===== config.mk =====
export PLATFORM = sky130hd
export DESIGN_NAME = ifetch_seq_ctrl
export DESIGN_NICKNAME = d
export VERILOG_FILES = /design/src/rtl/ifetch_pkg.sv /design/src/rtl/ifetch_redirect_latch.sv /design/src/rtl/ifetch_seq_ctrl.sv
export SDC_FILE = /design/constraint.sdc
export NUM_CORES = 1
export LEC_CHECK = 0
export CORE_MARGIN = 2
export CORE_UTILIZATION = 35
export CTS_CLUSTER_DIAMETER = 30
export CTS_CLUSTER_SIZE = 30
export DETAILED_ROUTE_END_ITERATION = 8
export DONT_BUFFER_PORTS = 1
export PLACE_DENSITY = 0.56
export SETUP_SLACK_MARGIN = 0.3
export SYNTH_ARGS = -nofsm -noshare
export SYNTH_HDL_FRONTEND = slang
export SYNTH_SLANG_ARGS = --single-unit

===== constraint.sdc =====
create_clock -name clk -period 2.1 [get_ports clk]
set_input_delay 0.21 -clock clk [delete_from_list [all_inputs] [get_ports clk]]
set_output_delay 0.21 -clock clk [all_outputs]
set_load 0.05 [all_outputs]

===== src/rtl/ifetch_pkg.sv =====
// rtl/ifetch_pkg.sv - shared state and PC-source encodings for the fetch sequencer
package ifetch_pkg;

    typedef enum logic [1:0] {
        S_BOOT = 2'd0,
        S_REQ  = 2'd1,
        S_ERR  = 2'd2
    } ifetch_state_t;

    localparam logic [1:0] PC_SEL_SEQ = 2'd0;
    localparam logic [1:0] PC_SEL_BR  = 2'd1;
    localparam logic [1:0] PC_SEL_JMP = 2'd2;

endpackage


===== src/rtl/ifetch_redirect_latch.sv =====
// rtl/ifetch_redirect_latch.sv - holds one pending branch/jump redirect until it is applied
module ifetch_redirect_latch
    import ifetch_pkg::*;
(
    input  logic       clk,
    input  logic       rst,
    input  logic       redir_now_i,
    input  logic [1:0] redir_sel_i,
    input  logic       apply_i,
    output logic       eff_o,
    output logic [1:0] eff_sel_o
);

    logic       pend_vld_q;
    logic [1:0] pend_sel_q;

    // The first redirect wins; later ones come from wrong-path instructions and are dropped.
    always_ff @(posedge clk) begin
        if (rst) begin
            pend_vld_q <= 1'b0;
            pend_sel_q <= PC_SEL_SEQ;
        end else if (apply_i) begin
            pend_vld_q <= 1'b0;
            pend_sel_q <= PC_SEL_SEQ;
        end else if (redir_now_i && !pend_vld_q) begin
            pend_vld_q <= 1'b1;
            pend_sel_q <= redir_sel_i;
        end
    end

    assign eff_o     = pend_vld_q | redir_now_i;
    assign eff_sel_o = pend_vld_q ? pend_sel_q : redir_sel_i;

endmodule


===== src/rtl/ifetch_seq_ctrl.sv =====
// rtl/ifetch_seq_ctrl.sv - instruction-fetch sequencer; optional fetch timeout via IFETCH_TIMEOUT_EN
module ifetch_seq_ctrl
    import ifetch_pkg::*;
#(
    parameter int          TIMEOUT_CYC = 16,
    parameter logic [31:0] RST_INSTR   = 32'h0000_0000
) (
    input  logic        clk,
    input  logic        rst,
    input  logic        stall_in,
    input  logic        br_in,
    input  logic        zero_in,
    input  logic        jmp_in,
    input  logic        imem_ack,
    input  logic [31:0] imem_rdata,
    output logic        imem_req,
    output logic        pc_we,
    output logic [1:0]  pc_sel,
    output logic [31:0] ir_out,
    output logic        if_valid,
    output logic        flush,
    output logic        fetch_err
);

    ifetch_state_t state_q;
    logic [31:0]   ir_q;
    logic          valid_q;
    logic          flush_q;

    logic       redir_now;
    logic [1:0] redir_sel;
    logic       eff;
    logic [1:0] eff_sel;
    logic       fetch_ok;
    logic       ack_acc;
    logic       apply;
    logic       to_hit;

    assign redir_now = jmp_in | (br_in & zero_in);
    assign redir_sel = jmp_in ? PC_SEL_JMP : PC_SEL_BR;

    ifetch_redirect_latch u_redir (
        .clk         (clk),
        .rst         (rst),
        .redir_now_i (redir_now),
        .redir_sel_i (redir_sel),
        .apply_i     (apply),
        .eff_o       (eff),
        .eff_sel_o   (eff_sel)
    );

    // A stalled valid instruction blocks new fetches unless a redirect makes it wrong-path.
    assign fetch_ok = (state_q == S_REQ) & ~rst;
    assign imem_req = fetch_ok & ~(valid_q & stall_in & ~eff);
    assign ack_acc  = imem_req & imem_ack;
    // Redirects land on an ack or when no request is outstanding, never mid-request.
    assign apply    = fetch_ok & eff & (~imem_req | imem_ack);
    assign pc_we    = ack_acc | apply;
    assign pc_sel   = apply ? eff_sel : PC_SEL_SEQ;

`ifdef IFETCH_TIMEOUT_EN
    localparam int CW = $clog2(TIMEOUT_CYC + 1);
    logic [CW-1:0] cnt_q;
    logic [CW-1:0] cnt_d;
    logic          err_q;

    // Count consecutive unanswered request cycles.
    always_comb begin
        cnt_d = '0;
        if (imem_req && !imem_ack) begin
            cnt_d = cnt_q + 1'b1;
        end
    end
    assign to_hit = (cnt_d == CW'(TIMEOUT_CYC));

    // Wait counter register.
    always_ff @(posedge clk) begin
        if (rst) begin
            cnt_q <= '0;
        end else begin
            cnt_q <= cnt_d;
        end
    end

    assign fetch_err = err_q;
`else
    logic [31:0] unused_timeout;
    assign unused_timeout = 32'(TIMEOUT_CYC);
    assign to_hit         = 1'b0;
    assign fetch_err      = 1'b0;
`endif

    // Sequencer FSM with the instruction register, valid flag and flush pulse.
    always_ff @(posedge clk) begin
        if (rst) begin
            state_q <= S_BOOT;
            ir_q    <= RST_INSTR;
            valid_q <= 1'b0;
            flush_q <= 1'b0;
`ifdef IFETCH_TIMEOUT_EN
            err_q   <= 1'b0;
`endif
        end else begin
            flush_q <= 1'b0;
            case (state_q)
                S_BOOT: state_q <= S_REQ;
                S_REQ: begin
`ifdef IFETCH_TIMEOUT_EN
                    if (to_hit) begin
                        state_q <= S_ERR;
                        err_q   <= 1'b1;
                        valid_q <= 1'b0;
                    end else
`endif
                    if (apply) begin
                        ir_q    <= RST_INSTR;
                        valid_q <= 1'b0;
                        flush_q <= 1'b1;
                    end else if (ack_acc) begin
                        ir_q    <= imem_rdata;
                        valid_q <= 1'b1;
                    end else if (eff || (valid_q && !stall_in)) begin
                        valid_q <= 1'b0;
                    end
                end
                default: state_q <= state_q;
            endcase
        end
    end

    assign ir_out   = ir_q;
    assign if_valid = valid_q;
    assign flush    = flush_q;

endmodule

==> results.cfg <==
[outcome]
run_status = completed

[clocking]
cts_resized = 0
cts_max_level = 2
tritoncts.num_buffers = 5
post_cts_buffers = 0
cts_num_sinks = 38
cts_buffer_depth = 2
cts.reportedPaths.clkPinSlew_ns = 0.07
cts_tree = yes
insertion_delay_ns = 0.29
cts.root.buffer_cell = sky130_fd_sc_hd__clkbuf_8

[power_and_ir_drop]
fin_total_pwr_mw = 1.46
irDropWorstVdd_mv = 0.222
seq_power_share = 0.531
power_switching_share = 0.274
clockPowerShare = 0.356
p_int_mw = 1.06
leakage_nw = 0.616
switchingPower_mw = 0.400
pwr_density_cell_nw_per_um2 = 711
power.combinational.fraction = 0.113

[sta]
fin_skew_ns = 0.00567
worstMarginPinSlew_ns = 0.563
min_period_over_period = 0.809
finalHoldViolations = 0
fin_crit_ns = 1.70
unrepaired_setup_endpoints_after_global_routing = false
timing.final.setup_violations = 0
setup_total_negative_slack_ns = 0
maxClockFrequency_mhz = 589
relSlewSlack = 0.624
finalMaxSlewViolations = 0

[synth]
synth.ff_latch_count = 38
post_synth_num_cell_types = 25
synth_top_area_cell = sky130_fd_sc_hd__dfxtp_1
synth-warning-count = 0
synth.yosys.seq_area_share = 0.419
postSynthAreaPerCell_um2 = 8.06
mappedNetlistArea_um2 = 1810
post_synth_main_area_contributors = sky130_fd_sc_hd__dfxtp_1, sky130_fd_sc_hd__nand4_1, sky130_fd_sc_hd__a31oi_1
synth_cells = 225
synth_top_area_share = 0.419
synth_nets = 264

[cells_and_area]
nFillCells = 493
layout.cells.most_common_list = sky130_fd_sc_hd__nand4_1, sky130_fd_sc_hd__dfxtp_1, sky130_fd_sc_hd__nand2_1
multiInputGateArea_um2 = 892
n_antenna_cell = 0
fin_nets = 255
drive_gt1_frac = 0.120
layout.cells.most_common = sky130_fd_sc_hd__nand4_1
areaGrowthSynthToFinish_pct = 13.2
seq_area_um2 = 762

[detailed_routing]
drt-vias-per-instance = 6.23
detailedRoute.firstIterationViolations = 132
antenna_left = 0
sum_of_routed_wire_length_over_all_layers_um = 5470
post_drt_wl_per_cell_um = 19.1
dr.pass1.iters = 5
drc = 0
via_count = 1789

[grt]
global_route_wire_length_before_repair_um = 8710
number_of_global_route_vias_before_repair = 1640
antenna_found_initial = 0
grt_max_degree = 37
gr-usage-all-layers = 0.186
global_route.overflow_total = 0

[floorplanning]
initial_standard_cell_utilization_of_the_core = 0.360
floorplan.die.height_um = 76.0
io_pins = 78
floorplan.die.width_um = 76.0
design.die.area_um2 = 5780
num_rows = 26
core-area_um2 = 5040

[worst_setup_path]
worstSetupEndpointType = output pin
critical_path_arrival_ns = 1.49
worst-endpoint-required_ns = 1.89
timing.critical_path.from_type = flip-flop
worstPathMaxFanout = 18
worstSetupPathType = reg -> out

[hold_path]
hold_path_class = in -> reg

[placed_design]
dp.final_hpwl_um = 2920
gp_congestion = 0.699
io_buffers = 0

[job]
cap_viol_max_count = 0
## synth_stat cells
cell / count
sky130_fd_sc_hd__conb_1: 1
sky130_fd_sc_hd__buf_1: 1
sky130_fd_sc_hd__and3b_1: 1
sky130_fd_sc_hd__a311oi_1: 1
sky130_fd_sc_hd__and3_1: 2
sky130_fd_sc_hd__buf_6: 4
sky130_fd_sc_hd__o21ai_1: 1
sky130_fd_sc_hd__nand3b_1: 1
sky130_fd_sc_hd__a32oi_1: 1
sky130_fd_sc_hd__clkbuf_1: 18
sky130_fd_sc_hd__a21oi_1: 5
sky130_fd_sc_hd__nand2b_1: 1
sky130_fd_sc_hd__buf_2: 4
sky130_fd_sc_hd__nor3_1: 1
sky130_fd_sc_hd__nand3_1: 1
sky130_fd_sc_hd__a21o_1: 1
sky130_fd_sc_hd__buf_4: 4
sky130_fd_sc_hd__inv_1: 2
sky130_fd_sc_hd__dfxtp_1: 38
sky130_fd_sc_hd__nor2_1: 3
sky130_fd_sc_hd__nand2_1: 36
sky130_fd_sc_hd__a22oi_1: 2
sky130_fd_sc_hd__nand4_1: 63
sky130_fd_sc_hd__a31oi_1: 32
sky130_fd_sc_hd__a211oi_4: 1
## flip-flops by register name (all words and copies together) (netlist names)
| register | count |
|---|---|
| ir_out | 32 |
| flush | 1 |
| state_q | 1 |
| if_valid | 1 |
| u_redir.pend_vld_q | 1 |
| u_redir.pend_sel_q | 2 |
## area by class of cell
cell class	count	area share
Multi-Input combinational cell	154	0.434
Sequential cell	38	0.371
Timing Repair Buffer	15	0.104
Clock inverter	1	0.00244
Tap cell	70	0.0427
Inverter	2	0.00366
Clock buffer	7	0.0420
## layer usage
layer | GRT usage | up-vias | part of all wire
met1 | 0.243 | 861 | 0.44
met4 | 0.0582 | 0 | 0.0080
met3 | 0.0664 | 5 | 0.080
li1 | - | 842 | -
met2 | 0.288 | 81 | 0.47
met5 | 0 | - | 0
## what timing repair did
action / in CTS / in global routing
pin swaps: 0 / 1
setup endpoints to repair: 2 / 2
cloned: 2 / 0
hold endpoints to repair: 36 / 0
hold buffers: 1 / 0
## per-stage QoR
step / utilization / cell area [µm²] / cells / hold slack, ns / worst slack, ns
after floorplan: - / 1830 / 225 / 0.364 / 0.200
after global placement: 0.372 / 1880 / 276 / 0.284 / 0.603
after detailed placement: 0.372 / 1880 / 276 / 0.284 / 0.579
after CTS: 0.407 / 2050 / 287 / 0.0660 / 0.331
after global routing: 0.407 / 2050 / 287 / 0.0597 / 0.340
final: 0.407 / 2050 / 287 / 0.0758 / 0.401
## power by group through the flow
stage / Sequential, mW / Combinational [mW] / Clock (mW)
detailed placement: 0.792 / 0.121 / 0
global placement: 0.792 / 0.120 / 0
global route: 0.777 / 0.176 / 0.577
CTS: 0.775 / 0.165 / 0.542
floorplan: 0.793 / 0.121 / 0
finish: 0.775 / 0.166 / 0.519
## path summary, 6_finish.rpt
| check | from | to | slack, ns | cells past startpoint |
|---|---|---|---|---|
| hold / removal | imem_rdata[4] | ir_out[4] | 0.08 | 2 |
| setup / recovery | u_redir.pend_vld_q | imem_req | 0.40 | 4 |
| setup reg to reg | u_redir.pend_vld_q | ir_out[28] | 0.68 | 4 |
| hold reg to reg | u_redir.pend_sel_q[1] | u_redir.pend_sel_q[1] | 0.46 | 2 |
## worst max-delay path, stage by stage (launching register included)
cell and delay [ns]:
sky130_fd_sc_hd__dfxtp_1 0.37, sky130_fd_sc_hd__a211oi_4 0.30, sky130_fd_sc_hd__buf_12 0.21, sky130_fd_sc_hd__a311oi_2 0.10, sky130_fd_sc_hd__buf_4 0.23
## cell families after synthesis
family | after synthesis | synth area share
buffers and inverters | 33 | 0.0959
and+or+nand+nor | 109 | 0.323
DFF | 38 | 0.419
AOI/OAI and AO/OA | 44 | 0.160
other | 1 | 0.00207
No activity file was read; power rests on OpenSTA's default activity.
